## src/rtl/memory_stage_pkg.sv

```systemverilog
// Shared types and constants for the MEM stage: access FSM encoding and the
// full-word byte-enable used for loads.
package memory_stage_pkg;

  typedef enum logic [1:0] {
    MEM_IDLE = 2'd0,
    MEM_REQ  = 2'd1,
    MEM_WAIT = 2'd2
  } mem_state_e;

  localparam logic [3:0] BE_WORD = 4'hF;

endpackage

```

## src/rtl/memory_stage_mem_req_ctrl.sv

```systemverilog
// Data-memory access sequencer: tracks one outstanding request through the
// req/addr_ok/data_ok handshake and pulses done on the completing cycle.
module mem_req_ctrl
  import memory_stage_pkg::*;
(
  input  logic clk,
  input  logic resetn,
  input  logic start,
  input  logic addr_ok,
  input  logic data_ok,
  output logic idle,
  output logic req,
  output logic done
);

  mem_state_e state_q, state_d;

  always_ff @(posedge clk or negedge resetn) begin
    if (!resetn) begin
      state_q <= MEM_IDLE;
    end else begin
      state_q <= state_d;
    end
  end

  always_comb begin
    state_d = state_q;
    done    = 1'b0;
    case (state_q)
      MEM_IDLE: begin
        // handshake strobes arriving here belong to no request and are dropped
        if (start) state_d = MEM_REQ;
      end
      MEM_REQ: begin
        if (addr_ok) begin
          if (data_ok) begin
            state_d = MEM_IDLE;
            done    = 1'b1;
          end else begin
            state_d = MEM_WAIT;
          end
        end
      end
      MEM_WAIT: begin
        if (data_ok) begin
          state_d = MEM_IDLE;
          done    = 1'b1;
        end
      end
      default: state_d = MEM_IDLE;
    endcase
  end

  assign idle = (state_q == MEM_IDLE);
  assign req  = (state_q == MEM_REQ);

endmodule

```

## src/rtl/memory_stage.sv

```systemverilog
// MEM stage: issues loads/stores to the data-memory port and drives the
// registered WB/forwarding bus consumed by EXE.
module memory_stage
  import memory_stage_pkg::*;
#(
  parameter int DATA_W = 32,
  parameter int ADDR_W = 32,
  parameter int REG_W  = 5
) (
  input  logic              clk,
  input  logic              resetn,
  input  logic              exe_valid,
  input  logic [DATA_W-1:0] exe_alu_result,
  input  logic              exe_wen,
  input  logic [REG_W-1:0]  exe_regsrc,
  input  logic              exe_is_load,
  input  logic              exe_is_store,
  input  logic [DATA_W-1:0] exe_store_data,
  input  logic [3:0]        exe_byte_en,
  output logic              mem_allowin,
  output logic              data_req,
  output logic              data_wr,
  output logic [ADDR_W-1:0] data_addr,
  output logic [DATA_W-1:0] data_wdata,
  output logic [3:0]        data_be,
  input  logic              data_addr_ok,
  input  logic [DATA_W-1:0] data_rdata,
  input  logic              data_data_ok,
  output logic              wb_wen,
  output logic [REG_W-1:0]  wb_regsrc,
  output logic [DATA_W-1:0] wb_data
);

  logic accept, mem_op, start, ctrl_idle, ctrl_req, ctrl_done;

  logic              data_wr_q, data_wr_d;
  logic [ADDR_W-1:0] data_addr_q, data_addr_d;
  logic [DATA_W-1:0] data_wdata_q, data_wdata_d;
  logic [3:0]        data_be_q, data_be_d;
  logic [REG_W-1:0]  acc_regsrc_q, acc_regsrc_d;
  logic              acc_wen_q, acc_wen_d;
  logic              wb_wen_q, wb_wen_d;
  logic [REG_W-1:0]  wb_regsrc_q, wb_regsrc_d;
  logic [DATA_W-1:0] wb_data_q, wb_data_d;

  assign mem_allowin = ctrl_idle;
  assign accept      = exe_valid & mem_allowin;
  assign mem_op      = exe_is_load | exe_is_store;
  assign start       = accept & mem_op;

  mem_req_ctrl u_req_ctrl (
    .clk     (clk),
    .resetn  (resetn),
    .start   (start),
    .addr_ok (data_addr_ok),
    .data_ok (data_data_ok),
    .idle    (ctrl_idle),
    .req     (ctrl_req),
    .done    (ctrl_done)
  );

  always_comb begin
    data_wr_d    = data_wr_q;
    data_addr_d  = data_addr_q;
    data_wdata_d = data_wdata_q;
    data_be_d    = data_be_q;
    acc_regsrc_d = acc_regsrc_q;
    acc_wen_d    = acc_wen_q;
    wb_wen_d     = 1'b0;
    wb_regsrc_d  = wb_regsrc_q;
    wb_data_d    = wb_data_q;

    // request fields are frozen from accept until the access completes
    if (start) begin
      data_wr_d    = exe_is_store;
      data_addr_d  = ADDR_W'(exe_alu_result);
      data_wdata_d = exe_store_data;
      data_be_d    = exe_is_store ? exe_byte_en : BE_WORD;
      acc_regsrc_d = exe_regsrc;
      acc_wen_d    = exe_wen;
    end

    if (accept && !mem_op) begin
      wb_wen_d    = exe_wen & (exe_regsrc != '0);
      wb_regsrc_d = exe_regsrc;
      wb_data_d   = exe_alu_result;
    end else if (ctrl_done) begin
      // r0 is hard-wired, so a zero destination never raises wb_wen
      wb_wen_d    = ~data_wr_q & acc_wen_q & (acc_regsrc_q != '0);
      wb_regsrc_d = acc_regsrc_q;
      wb_data_d   = data_wr_q ? wb_data_q : data_rdata;
    end
  end

  always_ff @(posedge clk or negedge resetn) begin
    if (!resetn) begin
      data_wr_q    <= 1'b0;
      data_addr_q  <= '0;
      data_wdata_q <= '0;
      data_be_q    <= '0;
      acc_regsrc_q <= '0;
      acc_wen_q    <= 1'b0;
      wb_wen_q     <= 1'b0;
      wb_regsrc_q  <= '0;
      wb_data_q    <= '0;
    end else begin
      data_wr_q    <= data_wr_d;
      data_addr_q  <= data_addr_d;
      data_wdata_q <= data_wdata_d;
      data_be_q    <= data_be_d;
      acc_regsrc_q <= acc_regsrc_d;
      acc_wen_q    <= acc_wen_d;
      wb_wen_q     <= wb_wen_d;
      wb_regsrc_q  <= wb_regsrc_d;
      wb_data_q    <= wb_data_d;
    end
  end

  assign data_req   = ctrl_req;
  assign data_wr    = data_wr_q;
  assign data_addr  = data_addr_q;
  assign data_wdata = data_wdata_q;
  assign data_be    = data_be_q;
  assign wb_wen     = wb_wen_q;
  assign wb_regsrc  = wb_regsrc_q;
  assign wb_data    = wb_data_q;

endmodule

```

## config.mk

```make
export PLATFORM = sky130hd
export DESIGN_NAME = memory_stage
export DESIGN_NICKNAME = d
export VERILOG_FILES = /design/src/rtl/memory_stage_pkg.sv /design/src/rtl/memory_stage_mem_req_ctrl.sv /design/src/rtl/memory_stage.sv
export SDC_FILE = /design/constraint.sdc
export NUM_CORES = 1
export LEC_CHECK = 0
export ABC_CLOCK_PERIOD_IN_PS = 4400
export CAP_MARGIN = 25
export CORE_MARGIN = 2
export CORE_UTILIZATION = 35
export CTS_CLUSTER_DIAMETER = 50
export DETAILED_ROUTE_END_ITERATION = 12
export PLACE_DENSITY = 0.69
export SETUP_SLACK_MARGIN = 0.5
export SYNTH_ARGS = -nofsm -noshare
export SYNTH_HDL_FRONTEND = slang
export SYNTH_SLANG_ARGS = --single-unit
```

## constraint.sdc

```tcl
create_clock -name clk -period 4.4 [get_ports clk]
set_clock_uncertainty 0.05 [all_clocks]
set_input_delay 0.88 -clock clk [delete_from_list [all_inputs] [get_ports clk]]
set_output_delay 0.88 -clock clk [all_outputs]
set_load 0.005 [all_outputs]
```

==> flow_summary.toml <==
[power]
power_leakage_nw = 3.544
ir_drop_v = 0.0002968
p_per_area_nw_per_um2 = 709.6

[sta]
grt_setup_unrepaired = "no"
whs_ns = 0.4198
fin_ws_ns = 1.570
fin_setup_tns_ns = 0
hold_viol = 0
max_freq_ghz = 0.3534
slew_headroom_pct = 40.51
slew_viol_final = 0
min_period_ns = 2.830
worstMarginPinSlew_ns = 0.8881
finalSetupViolations = 0
period_share_pct = 64.32

[clocking]
cts-root-buf = "clkbuf_16"
cts_buffer_depth = 2
cts_hold_repair.buffers = 0
post_cts_buffers = 0
cts_tree = "built"
ctsResizeCount = 0
worst_setup_hold_path_clk_slew_ns = 0.05
cts.sinks = 115
cts_buffers = 17
cts-htree-levels = 4
clk_latency_ns = 0.40

[yosys]
synth_cells = 551
synth_mux_area_share_pct = 0.2274
synth_top_family_by_area = "simple AND/OR/NAND/NOR gates"
synth_compound_area_share_pct = 16.22
synthAdderAreaFrac_pct = 0.7582
syn_nets = 667
synth-edff-count = 0
ys_warn_count = 0
synthFlopType = "dfrtp_1"
avgSynthCellArea_sq_um = 8.985
syn_area_sq_um = 4951
synth-xor-area-share_pct = 0
yosys.area_share.simple_pct = 20.44
yosysSeqAreaShare_pct = 58.12
ys_async_sr_fraction_pct = 100.0
ys_types = 30
ys_seq_elements = 115

[floorplanning]
rows = 43
die_w_um = 122.9
initial_core_util_pct = 35.81
coreArea_sq_um = 13830
die_h_um = 122.9
ios = 222
dieArea_sq_um = 15110

[worst_setup_path]
worst_ep_arrival_time_ns = 1.90
slowest_delay_ns = 0.62
path_buf_inv = 2
path_max_fanout = 9
crit_path_top_delay_cell = "clkdlybuf4s50_1"
endpoint_kind = "output pin"
path_class = "register to output pin"
cp-start-kind = "register"
crit_path_cell_trace = "inv_1 > ha_1 > clkdlybuf4s50_1"
cp_top_family = "buffers and inverters"
cp_data_required_time_ns = 3.47

[drt]
route.detailed.drc = 0
ant_nets = 0
via_per_inst = 5.047
drt_wl_total_um = 15600
drt-initial-drc-count = 354
routedWlPerCell_um = 16.43
drtPass1Iterations = 7
vias = 4790

[cells_and_area]
layout.cells.most_common = "clkdlybuf4s50_1"
synthToLayoutAreaGrowth_pct = 60.65
final_util_pct = 57.52
antennaDiodeCount = 0
drive_above_1_share_pct = 6.112
final_nets = 876
final_cell_mix = "clkdlybuf4s50_1, nand2_1, dfrtp_1, o21ai_0"

[global_route]
grt_pass1_vias = 4939
grt_overflow = 0
grt_pass1_wl_um = 25050
antenna_found_initial = 0
grt_max_degree = 58
grt_use_total_pct = 21.44

[placed_design]
portBuffers = 221
dpl.hpwl_um = 10900
place_congestion = 0.8016
dp_slack_ns = 1.436

[run_status]
status = "completed"

[flow_run]
drv_cap = 0

[hold_path]
hp-class = "register to register"
==> layer usage <==
layer  GRT usage (%)  up-vias  routed length [um]
met4           9.195        0                 380
met5               0        -                   0
met2           34.56      205                7563
met1           26.94     2284                6388
li1                -     2270                   -
met3           6.089       31                1262
==> power breakdown <==
part           switching (mW)  internal (mW)
sequential              0.286           1.57
combinational            1.12           1.31
clock                   0.447          0.907
==> Yosys cell counts (3+ instances only) <==
master	instances	area share, %
nor2_1	37	2.8
inv_1	3	0.23
a31oi_1	5	0.63
clkbuf_1	23	1.7
ha_1	3	0.76
o21ai_0	39	3.9
dfrtp_1	115	58
a41oi_1	32	5.7
buf_2	17	1.7
a21oi_1	38	3.8
nand2_1	214	16
o22a_1	4	0.71
==> flip-flops by register name, indices dropped and copies added, names as in the netlist <==
| name | count |
|---|---|
| wb_regsrc | 5 |
| acc_wen_q | 1 |
| acc_regsrc_q | 5 |
| data_wdata | 32 |
| wb_wen | 1 |
| data_addr | 32 |
| u_req_ctrl.state_q | 2 |
| data_wr | 1 |
| data_be | 4 |
| wb_data | 32 |
==> metrics by stage <==
step	total power, mW	std cells	instance area (sq um)
floorplan	2.817	551	4951
global placement	4.166	918	7288
detailed placement	4.320	921	7371
CTS	5.703	949	7954
global route	6.048	949	7954
finish	5.644	949	7954
==> kinds of logic (layout without fill, tap and decap cells) <==
logic type	count (synthesis)	count (layout)
DFF	115	115
muxes	1	1
and+or+nand+nor	260	260
buffers and inverters	46	264
AOI/OAI and AO/OA	126	126
adders and majority gates	3	3
==> worst reg2reg max path, cell delays in order (launching register included) <==
cell	delay, ns
dfrtp_1	0.38
inv_1	0.11
ha_1	0.40
and4bb_1	0.64
buf_4	0.41
a41oi_1	0.09
a21oi_1	0.22
==> final cells by class <==
type	count	area, sq um
multi-input combinational	390	1884
clock inverter	5	75.07
clock buffer	23	508.0
timing repair buffer	233	2372
inverter	3	11.26
tap	180	225.2
sequential	115	2878
fill	1190	5873
==> path summary, 6_finish.rpt <==
| check | slack [ns] | cells past startpoint | from | end |
|---|---|---|---|---|
| min | 0.42 | 2 | data_wdata[10] | data_wdata[10] |
| min in group asynchronous | 0.48 | 1 | resetn | data_addr[11] |
| max in group asynchronous | 2.89 | 2 | resetn | data_be[0] |
| min reg2reg | 0.42 | 2 | data_wdata[10] | data_wdata[10] |
| max | 1.57 | 3 | u_req_ctrl.state_q[1] | mem_allowin |
| max reg2reg | 2.03 | 6 | u_req_ctrl.state_q[1] | wb_data[22] |
Note: power is estimated with default switching activity, not from simulation.
